[config.mk]
export PLATFORM = sky130hd
export DESIGN_NAME = mdu_radix_flat
export DESIGN_NICKNAME = d
export VERILOG_FILES = /design/src/rtl/mdu_radix_if.sv /design/src/rtl/mdu_radix.sv /design/src/flat_wrapper.sv
export SDC_FILE = /design/constraint.sdc
export NUM_CORES = 1
export LEC_CHECK = 0
export CAP_MARGIN = 10
export CORE_ASPECT_RATIO = 0.75
export CORE_MARGIN = 1.5
export CORE_UTILIZATION = 35
export CTS_CLUSTER_DIAMETER = 50
export DETAILED_ROUTE_END_ITERATION = 16
export GPL_ROUTABILITY_DRIVEN = 0
export PLACE_DENSITY = 0.55
export SYNTH_ARGS = -nofsm -noshare
export SYNTH_HDL_FRONTEND = slang
export SYNTH_SLANG_ARGS = --single-unit
[constraint.sdc]
create_clock -name s_clk_i -period 4.65 [get_ports s_clk_i]
set_input_delay 0.6975 -clock s_clk_i [delete_from_list [all_inputs] [get_ports s_clk_i]]
set_output_delay 0.6975 -clock s_clk_i [all_outputs]
set_load 0.02 [all_outputs]
[src/rtl/mdu_radix_if.sv]
// rtl/mdu_radix_if.sv - execute-stage request/result bundle for the radix multiply/divide unit
interface mdu_radix_if #(
  parameter int W = 32
);
  logic         s_stall_i;
  logic         s_flush_i;
  logic         s_compute_i;
  logic [2:0]   s_function_i;
  logic [W-1:0] s_operand1_i;
  logic [W-1:0] s_operand2_i;
  logic         s_finished_o;
  logic [W-1:0] s_result_o;

  modport master (
    output s_stall_i, s_flush_i, s_compute_i, s_function_i, s_operand1_i, s_operand2_i,
    input  s_finished_o, s_result_o
  );

  modport slave (
    input  s_stall_i, s_flush_i, s_compute_i, s_function_i, s_operand1_i, s_operand2_i,
    output s_finished_o, s_result_o
  );
endinterface

[src/rtl/mdu_radix.sv]
// rtl/mdu_radix.sv - iterative radix-2^STEP multiply/divide unit with division fast path
// Operands are latched as magnitudes; signs are reapplied when the result is loaded.
module mdu_radix #(
  parameter int W    = 32,
  parameter int STEP = 1
) (
  input  logic      s_clk_i,
  input  logic      s_resetn_i,
  mdu_radix_if.slave bus
);

  localparam int N  = W / STEP;
  localparam int CW = $clog2(N);
  localparam int XW = W + STEP;
  localparam logic [CW-1:0] LAST = CW'(N - 1);

  typedef enum logic [1:0] {S_IDLE, S_CALC, S_DONE} state_t;

  state_t         state_q, state_d;
  logic [2:0]     fn_q;
  logic           neg_q;
  logic           rneg_q;
  logic [CW-1:0]  cnt_q;
  logic [W-1:0]   opnd_q;
  logic [W-1:0]   shift_q;
  logic [W:0]     upper_q;
  logic [W-1:0]   result_q;
  logic           finished_q;

  logic [2:0]     fn;
  logic [W-1:0]   op1, op2;
  logic           sgn1, sgn2, neg1, neg2;
  logic [W-1:0]   mag1, mag2;
  logic           is_div, is_rem, div_zero, div_ovf, special;
  logic [W-1:0]   fast_res;

  logic [XW-1:0]  mul_sum;
  logic [W:0]     div_r;
  logic [W-1:0]   div_q;
  logic [W:0]     upper_d;
  logic [W-1:0]   shift_d;
  logic [2*W-1:0] product, prod_s;
  logic [W-1:0]   quot_s, rem_s, calc_res;

  logic           accept, load_fast, load_calc;

  // Request decode and division special cases, evaluated on the live operands.
  always_comb begin
    fn       = bus.s_function_i;
    op1      = bus.s_operand1_i;
    op2      = bus.s_operand2_i;
    sgn1     = (fn == 3'b001) || (fn == 3'b010) || (fn == 3'b100) || (fn == 3'b110);
    sgn2     = (fn == 3'b001) || (fn == 3'b100) || (fn == 3'b110);
    neg1     = sgn1 && op1[W-1];
    neg2     = sgn2 && op2[W-1];
    mag1     = neg1 ? -op1 : op1;
    mag2     = neg2 ? -op2 : op2;
    is_div   = fn[2];
    is_rem   = fn[1];
    div_zero = is_div && (op2 == '0);
    div_ovf  = is_div && !fn[0] && (op1 == {1'b1, {(W-1){1'b0}}}) && (&op2);
    special  = div_zero || div_ovf;
    if (div_zero)
      fast_res = is_rem ? op1 : '1;
    else
      fast_res = is_rem ? '0 : op1;
  end

  // One iteration: STEP shift-add stages or STEP restoring-division stages.
  always_comb begin
    mul_sum = {{STEP{1'b0}}, upper_q[W-1:0]};
    for (int j = 0; j < STEP; j++) begin
      if (shift_q[j])
        mul_sum = mul_sum + (XW'(opnd_q) << j);
    end

    div_r = upper_q;
    div_q = shift_q;
    for (int j = 0; j < STEP; j++) begin
      div_r = {div_r[W-1:0], div_q[W-1]};
      div_q = {div_q[W-2:0], 1'b0};
      if (div_r >= {1'b0, opnd_q}) begin
        div_r    = div_r - {1'b0, opnd_q};
        div_q[0] = 1'b1;
      end
    end

    if (fn_q[2]) begin
      upper_d = div_r;
      shift_d = div_q;
    end else begin
      upper_d = {1'b0, mul_sum[XW-1:STEP]};
      shift_d = {mul_sum[STEP-1:0], shift_q[W-1:STEP]};
    end

    product = {mul_sum, shift_q[W-1:STEP]};
    prod_s  = neg_q ? -product : product;
    quot_s  = neg_q ? -div_q : div_q;
    rem_s   = rneg_q ? -div_r[W-1:0] : div_r[W-1:0];

    case (fn_q)
      3'b000:         calc_res = prod_s[W-1:0];
      3'b100, 3'b101: calc_res = quot_s;
      3'b110, 3'b111: calc_res = rem_s;
      default:        calc_res = prod_s[2*W-1:W];
    endcase
  end

  // Flush outranks every transition, including acceptance.
  always_comb begin
    state_d = state_q;
    case (state_q)
      S_IDLE: begin
        if (!bus.s_flush_i && bus.s_compute_i)
          state_d = special ? S_DONE : S_CALC;
      end
      S_CALC: begin
        if (bus.s_flush_i || !bus.s_compute_i)
          state_d = S_IDLE;
        else if (cnt_q == LAST)
          state_d = S_DONE;
      end
      S_DONE: begin
        if (bus.s_flush_i || !bus.s_stall_i)
          state_d = S_IDLE;
      end
      default: state_d = S_IDLE;
    endcase
  end

  always_ff @(posedge s_clk_i or negedge s_resetn_i) begin
    if (!s_resetn_i)
      state_q <= S_IDLE;
    else
      state_q <= state_d;
  end

  always_comb begin
    accept    = (state_q == S_IDLE) && (state_d != S_IDLE);
    load_fast = (state_q == S_IDLE) && (state_d == S_DONE);
    load_calc = (state_q == S_CALC) && (state_d == S_DONE);
  end

  always_ff @(posedge s_clk_i or negedge s_resetn_i) begin
    if (!s_resetn_i) begin
      fn_q       <= '0;
      neg_q      <= 1'b0;
      rneg_q     <= 1'b0;
      cnt_q      <= '0;
      opnd_q     <= '0;
      shift_q    <= '0;
      upper_q    <= '0;
      result_q   <= '0;
      finished_q <= 1'b0;
    end else begin
      if (accept) begin
        fn_q    <= fn;
        neg_q   <= neg1 ^ neg2;
        rneg_q  <= neg1;
        cnt_q   <= '0;
        opnd_q  <= is_div ? mag2 : mag1;
        shift_q <= is_div ? mag1 : mag2;
        upper_q <= '0;
      end else if (state_q == S_CALC) begin
        cnt_q   <= cnt_q + 1'b1;
        upper_q <= upper_d;
        shift_q <= shift_d;
      end

      if (load_fast)
        result_q <= fast_res;
      else if (load_calc)
        result_q <= calc_res;

      finished_q <= (state_d == S_DONE);
    end
  end

  assign bus.s_finished_o = finished_q;
  assign bus.s_result_o   = result_q;

endmodule

[src/flat_wrapper.sv]
// flat-port wrapper written by rule: the top's interface ports become plain ports
module mdu_radix_flat 
#(
  parameter int W    = 32,
  parameter int STEP = 1
)
  (s_clk_i, s_resetn_i, bus_s_stall_i, bus_s_flush_i, bus_s_compute_i, bus_s_function_i, bus_s_operand1_i, bus_s_operand2_i, bus_s_finished_o, bus_s_result_o);
  mdu_radix_if #(.W(W)) bus_i ();
  input  logic s_clk_i;
  input  logic s_resetn_i;
  input wire logic [$bits(bus_i.s_stall_i)-1:0] bus_s_stall_i;
  input wire logic [$bits(bus_i.s_flush_i)-1:0] bus_s_flush_i;
  input wire logic [$bits(bus_i.s_compute_i)-1:0] bus_s_compute_i;
  input wire logic [$bits(bus_i.s_function_i)-1:0] bus_s_function_i;
  input wire logic [$bits(bus_i.s_operand1_i)-1:0] bus_s_operand1_i;
  input wire logic [$bits(bus_i.s_operand2_i)-1:0] bus_s_operand2_i;
  output wire logic [$bits(bus_i.s_finished_o)-1:0] bus_s_finished_o;
  output wire logic [$bits(bus_i.s_result_o)-1:0] bus_s_result_o;
  assign bus_i.s_stall_i = bus_s_stall_i;
  assign bus_i.s_flush_i = bus_s_flush_i;
  assign bus_i.s_compute_i = bus_s_compute_i;
  assign bus_i.s_function_i = bus_s_function_i;
  assign bus_i.s_operand1_i = bus_s_operand1_i;
  assign bus_i.s_operand2_i = bus_s_operand2_i;
  assign bus_s_finished_o = bus_i.s_finished_o;
  assign bus_s_result_o = bus_i.s_result_o;
  mdu_radix #(.W(W), .STEP(STEP)) u_core (.s_clk_i(s_clk_i), .s_resetn_i(s_resetn_i), .bus(bus_i));
endmodule
# Word-level counts from Yosys, hierarchy flattened
# Cells that the tools add are included.
# word_totals
in_bits,72
out_inout_bits,33
mem_bits_rw,0
n_memories,0
register_bits,141
elab_cells,94
latchBits,0
romBits,0
# op_classes
bitwise,1
n_reduce_logical,31
eq_ne,13
addsub,8
mul,0
order_cmp,1
shifts,0
mux,30
n_div,0
# op_table
op,count
$mux W32,18
$neg A32 Y32,4
$pmux W32 S3,1
$mux W64,1
$neg A64 Y64,1
$add A32 B32 Y33,1
$ge A33 B32 Y1,1
$mux W33,1
$eq A32 B32 Y1 const B,1
$logic_not A32 Y1,1
$reduce_and A32 Y1,1
$sub A32 B32 Y32,1
$eq A3 B3 Y1 const B,6
$logic_and A1 B1 Y1,10
$mux W2,5
$mux W5,2
$logic_or A1 B1 Y1,8
$pmux W2 S3,1
$reduce_bool A2 Y1,3
$add A5 B1 Y5 const B,1
$eq A5 B5 Y1 const B,1
$eq A2 B2 Y1 const B,2
$logic_not A1 Y1,4
$reduce_or A2 Y1,2
other kinds (7),7

# Logic depth before layout (Yosys ltp)
# logic_depth
ltp_word,12
depth_mapped,23
depth_no_buf,19

# Worst setup path after synthesis
# Ideal clock, no wire load.
# synth_timing
path_type,register -> register
start,register u_core.upper_q[6]
end,register u_core.result_q[30] (netlist: u_core.bus.s_result_o[30])
required_time_ps,4526
stages_incl_launch_ff,21
path_buffers,4
arrival_time_ps,4908
path_slack_ps,-383
setup_ps,124
synth_period_minus_slack_ps,5033
path_cell_list,dfrtp_1 ha_1 clkbuf_1 nand3_1 and2_1 a2111o_1 nand3_1 buf_2 buf_2 buf_2 mux2i_1 ha_1 inv_1 nor4_1 mux2i_1 a211oi_1 nand4b_1 o41ai_1 xor2_1 a22oi_1 o21ai_1
# synth_between
elab_chain_cells,7
elab_cells_between_ends,15
classes_between,5 x add/sub; 1 x order compare; 9 x mux
# synth_rtl
item,line,text
from (decl),mdu_radix.sv:26,logic [W:0] upper_q;
from (signal assigned),mdu_radix.sv:166,upper_q <= upper_d;
"$add A32 B32 Y33, or another cell as far along",mdu_radix.sv:74,mul_sum = mul_sum + (XW'(opnd_q) << j);
"$mux W33, or another cell as far along",mdu_radix.sv:73,if (shift_q[j])
"$neg A64 Y64, or another cell as far along",mdu_radix.sv:97,prod_s = neg_q ? -product : product;
"$mux W64, or another cell as far along",mdu_radix.sv:97,
$pmux W32 S3 (*),mdu_radix.sv:101,case (fn_q)
$mux W32 (*),mdu_radix.sv:172,else if (load_calc)
$mux W32 (*),mdu_radix.sv:170,if (load_fast)
to (signal assigned),mdu_radix.sv:171,result_q <= fast_res;
to (signal assigned),mdu_radix.sv:173,result_q <= calc_res;
to (decl),mdu_radix.sv:27,logic [W-1:0] result_q;
# Every way passes the cells marked *; elsewhere a longest branch is shown, timed or not. The select of a mux whose other input is x is not followed.
# A chain may end at the register's enable or synchronous reset.

# Final worst setup path
# layout_timing
start,register u_core.upper_q[0]
end,register u_core.result_q[30] (netlist: u_core.bus.s_result_o[30])
# The elaborated chain is that of the path after synthesis.

==> reports/qor.csv <==
metric;value;unit
outcome;finished with violations;
violated checks;setup timing;
worst min path class;primary input to asynchronous set/reset pin;
share of the clock period used by the worst path;101;%
die boundary height;195;µm
required time at the worst-slack endpoint;4.99;ns
total via count in the routed design;20300;
highest net fanout along the worst path;5;
Synth warnings;0;
Detailed Routing Iterations Pass 1;6;
Compound-Gate Fraction of Synth Area;30.7;%
xor and xnor fraction of the mapped netlist area;9.73;%
cells along the critical path;ha_1, nor2b_4, o2111a_1, o21ai_0, buf_4, a2111o_1, nand3_4, mux2i_2, ha_2, o2111a_1, o211a_1, mux2i_2, a211oi_2, buf_4, nand4b_1, o41ai_2, xor2_1, a22oi_1, o21ai_1;
drt via density;6.28;
number of synthesized register bits;141;
power after layout;0.0140;W
critical path arrival;5.02;ns
mux share of post-synthesis cell area;4.62;%
final instance area;21000;µm²
simple-gate share of the synthesized area;23.4;%
synthesized area per cell;7.21;µm²
Netlist cell types;88;
Tot GR Track Use;29.8;%
peak supply drop;294;µV
setup slack of the most critical reg-to-reg path;-0.03;ns
H-tree lvl count;4;
count of placed standard cells in the final layout, fillers left out;3236;
crit path capture type;flop;
leading cell types by total area after synthesis;sky130_fd_sc_hd__dfrtp_1 20%, sky130_fd_sc_hd__o21ai_0 7.9%, sky130_fd_sc_hd__nand2_1 5.8%, sky130_fd_sc_hd__xnor2_1 5.5%, sky130_fd_sc_hd__ha_1 5.2%;
horizontal die dimension;260;µm
via count of the first global-routing pass;18100;
source-to-sink clock delay at the later pin of the worst-skew pair;0.46;ns
ys flop type;sky130_fd_sc_hd__dfrtp_1;
sequential fraction of the synthesis area;20.4;%
maximum number of pins on one net before global-route repair;89;
global-route wire length before repair;115000;µm
Crit path max-delay family;compound AO/OA/AOI/OAI gates;
adder-cell share of the synthesized area;5.44;%
antenna violations before repair;6;
effective utilization at floorplan;35.4;%
cell area after placement;20200;µm²
clock tree from TritonCTS;yes;
layout cell share with drive strength beyond 1;13.4;%
ports placed on the boundary;105;
worst flop-to-flop path startpoint;u_core.upper_q[0]$_DFFE_PN0P_;
DRC errors left;0;
layout overhead on the synthesized area;21.3;%
number of cell rows;70;
number of sinks on the clock net;141;
maximum clock path buffer count;2;
worst-case clock skew;0.0154;ns
buffering stage count on the worst path with inverters included;2;
port bufs;104;
area of the mapped netlist;17300;µm²
cell with the largest stage delay on the worst path;sky130_fd_sc_hd__a2111o_1;
top cell type's share of synthesized area;20.4;%
Cells after Synth;2398;
CP Capture Point;u_core.bus.s_result_o[30]$_DFFE_PN0P_;
end of the worst register-to-register path;u_core.bus.s_result_o[30]$_DFFE_PN0P_;
worst relative slew slack;24.6;%
Peak Freq;214;MHz
max-slew violation count;0;
placed wire-length estimate after detailed placement;62300;µm
count of flip-flops with a built-in enable after synthesis;0;
standby leakage power;8.72;nW
number of buffers inserted during clock tree synthesis;17;
slew at the pin closest to its max-slew limit;1.13;ns
dpl cells;3195;
CP startpoint kind;flop;
final setup violating endpoints;1;
total of max-cap violations;0;
path depth of the worst reg2reg path;19;
type of the worst setup path;flop to flop;
setup slack of the critical path after layout;-0.0286;ns
sum of overflow across all layers after global routing;0;
die area;50800;µm²
Final nets;2717;
total stage count of the critical path;19;
final hold vios;0;
first element of the critical path;u_core.upper_q[0]$_DFFE_PN0P_;
count of nets left with antenna violations after detail routing;0;
core footprint;48800;µm²
cell type contributing the most total cell area after synthesis;sky130_fd_sc_hd__dfrtp_1;
drt initial violations;2864;
Root Buffer;sky130_fd_sc_hd__clkbuf_16;
largest family of logic cells by synthesized area;compound AO/OA/AOI/OAI gates;
net count after synthesis;2544;
total wire length after detailed routing;78200;µm
Pwr per Cell Area;670;nW/µm²
final critical path time including I/O delays and setup;4.68;ns
proportion of register bits with asynchronous set or reset after synthesis;100;%
clock slew at reported path FFs;0.07;ns
Avg WL per Cell;24.2;µm
unrepaired setup endpoints after global routing;yes;
final core utilization;43.0;%
delay of the slowest cell on the worst path;0.47;ns
number of buffers inserted by hold repair at cts;0;
[metal layers]
metal / vias to the layer above / wire (µm) / GRT usage (%)
met5: - / 194 / 2.11
met4: 10 / 2290 / 8.57
met3: 137 / 9570 / 8.35
met2: 1165 / 30700 / 40.1
met1: 9787 / 35500 / 45.0
li1: 9227 / - / -
[flip-flops by register name, summed over array words and instances, names as in the netlist]
| register | flops |
|---|---|
| u_core.bus.s_finished_o | 1 |
| u_core.bus.s_result_o | 32 |
| u_core.cnt_q | 5 |
| u_core.fn_q | 3 |
| u_core.neg_q | 1 |
| u_core.opnd_q | 32 |
| u_core.rneg_q | 1 |
| u_core.shift_q | 32 |
| u_core.state_q | 2 |
| u_core.upper_q | 32 |
[per-stage QoR]
stage	setup slack (ns)	hold slack (ns)	setup TNS (ns)
after floorplan	0.0297	0.402	0
after global placement	0.129	0.465	0
after detailed placement	0.0334	0.469	0
after CTS	0.00300	0.359	0
after global routing	-0.133	0.380	-0.217
final	-0.0286	0.306	-0.0286
[area by class of cell]
cell class,count,area [µm²]
fill,4929,27800
multi-input combinational,2002,13000
sequential,141,3540
timing repair buffer,330,2780
tap,648,811
clock buffer,18,429
inverter,79,297
clock inverter,14,160
antenna,4,10.0
[synth_stat cells (all sizes together) (17+ instances only)]
cell type and count:
xnor2 108, nand3 102, a21o 38, a31oi 24, and3 20, o221ai 38, a211oi 38, o211ai 26
o21a 17, clkbuf 144, buf 32, mux2i 64, inv 79, nor3 43, or3 36, a21oi 173
o21ai 280, xor2 84, nand2b 17, nor2 190, dfrtp 141, nor4 29, o31ai 38, ha 72
nand2 268, nand4 35, or4 18
[how the worst min path moves through the flow]
stage	start	endpoint	slack (ns)	depth (start not counted)
finish	s_resetn_i	u_core.shift_q[2]$_DFFE_PN0P_	0.31	1
global route	s_resetn_i	u_core.shift_q[2]$_DFFE_PN0P_	0.38	1
CTS	s_resetn_i	u_core.shift_q[2]$_DFFE_PN0P_	0.36	1
detailed placement	u_core.bus.s_result_o[6]$_DFFE_PN0P_	u_core.bus.s_result_o[6]$_DFFE_PN0P_	0.47	2
global placement	u_core.cnt_q[3]$_DFFE_PN0P_	u_core.cnt_q[3]$_DFFE_PN0P_	0.46	1
floorplan	s_resetn_i	u_core.bus.s_finished_o$_DFF_PN0_	0.40	0
[kinds of logic after synthesis]
group                      count (synthesis)
and+or+nand+nor                          832
muxes                                     78
xor gates and xnor gates                 192
adders and majority gates                 74
AOI/OAI and AO/OA                        826
buffers and inverters                    255
DFF                                      141
[where the power goes]
| part | total (W) | internal [W] | leakage (nW) | switching [W] |
|---|---|---|---|---|
| sequential | 0.00194 | 0.00150 | 1.80 | 0.000431 |
| clock | 0.00146 | 0.000802 | 0.280 | 0.000657 |
| combinational | 0.0106 | 0.00420 | 6.64 | 0.00645 |
[worst register-to-register path: stages (launching register included)]
cell                       delay, ns
sky130_fd_sc_hd__dfrtp_2        0.44
sky130_fd_sc_hd__ha_1           0.33
sky130_fd_sc_hd__nor2b_4        0.16
sky130_fd_sc_hd__o2111a_1       0.23
sky130_fd_sc_hd__o21ai_0        0.08
sky130_fd_sc_hd__buf_4          0.16
sky130_fd_sc_hd__a2111o_1       0.47
sky130_fd_sc_hd__nand3_4        0.16
sky130_fd_sc_hd__mux2i_2        0.30
sky130_fd_sc_hd__ha_2           0.25
sky130_fd_sc_hd__o2111a_1       0.18
sky130_fd_sc_hd__o211a_1        0.17
sky130_fd_sc_hd__mux2i_2        0.11
sky130_fd_sc_hd__a211oi_2       0.24
sky130_fd_sc_hd__buf_4          0.17
sky130_fd_sc_hd__nand4b_1       0.24
sky130_fd_sc_hd__o41ai_2        0.46
sky130_fd_sc_hd__xor2_1         0.12
sky130_fd_sc_hd__a22oi_1        0.21
sky130_fd_sc_hd__o21ai_1        0.08
[cell usage in the layout, fill, tap and decap left out, types with 8 or more instances in the layout]
cell | netlist | layout
sky130_fd_sc_hd__mux2i_1 | 64 | 62
sky130_fd_sc_hd__a22oi_1 | 11 | 10
sky130_fd_sc_hd__a211o_1 | 9 | 9
sky130_fd_sc_hd__or2_2 | 11 | 11
sky130_fd_sc_hd__clkbuf_16 | 0 | 17
sky130_fd_sc_hd__nand4_1 | 35 | 35
sky130_fd_sc_hd__xor2_1 | 84 | 84
sky130_fd_sc_hd__o211ai_1 | 26 | 26
sky130_fd_sc_hd__clkdlybuf4s50_1 | 0 | 102
sky130_fd_sc_hd__mux2_2 | 14 | 14
sky130_fd_sc_hd__inv_1 | 77 | 77
sky130_fd_sc_hd__and4_1 | 10 | 10
sky130_fd_sc_hd__o21bai_1 | 12 | 12
sky130_fd_sc_hd__dfrtp_1 | 141 | 137
sky130_fd_sc_hd__o21ai_0 | 272 | 267
sky130_fd_sc_hd__nand2_1 | 268 | 268
sky130_fd_sc_hd__o31ai_1 | 36 | 36
sky130_fd_sc_hd__a21oi_1 | 173 | 173
sky130_fd_sc_hd__buf_4 | 0 | 222
sky130_fd_sc_hd__o221ai_1 | 38 | 37
sky130_fd_sc_hd__a221oi_1 | 10 | 10
sky130_fd_sc_hd__xnor2_1 | 108 | 108
sky130_fd_sc_hd__a21o_1 | 38 | 38
sky130_fd_sc_hd__nand2b_1 | 17 | 16
sky130_fd_sc_hd__nor3_1 | 42 | 41
sky130_fd_sc_hd__o21a_1 | 17 | 17
sky130_fd_sc_hd__a31oi_1 | 24 | 24
sky130_fd_sc_hd__o21ai_1 | 8 | 11
sky130_fd_sc_hd__nand3_1 | 101 | 99
sky130_fd_sc_hd__a211oi_1 | 37 | 35
sky130_fd_sc_hd__ha_1 | 72 | 66
sky130_fd_sc_hd__or4_1 | 16 | 15
sky130_fd_sc_hd__nand3b_1 | 8 | 8
sky130_fd_sc_hd__and3_1 | 20 | 20
sky130_fd_sc_hd__and2_1 | 14 | 14
sky130_fd_sc_hd__o22ai_1 | 9 | 9
sky130_fd_sc_hd__nor2_1 | 189 | 188
sky130_fd_sc_hd__nor4_1 | 28 | 27
sky130_fd_sc_hd__or3_1 | 36 | 34
[timing repair]
item                                    in CTS  in global routing
hold endpoints to repair                     0                  0
resized for setup                            0                 31
endpoints found under the setup margin       0                 18
buffers inserted                             0                  5
Note: power is estimated with default switching activity, not from simulation.
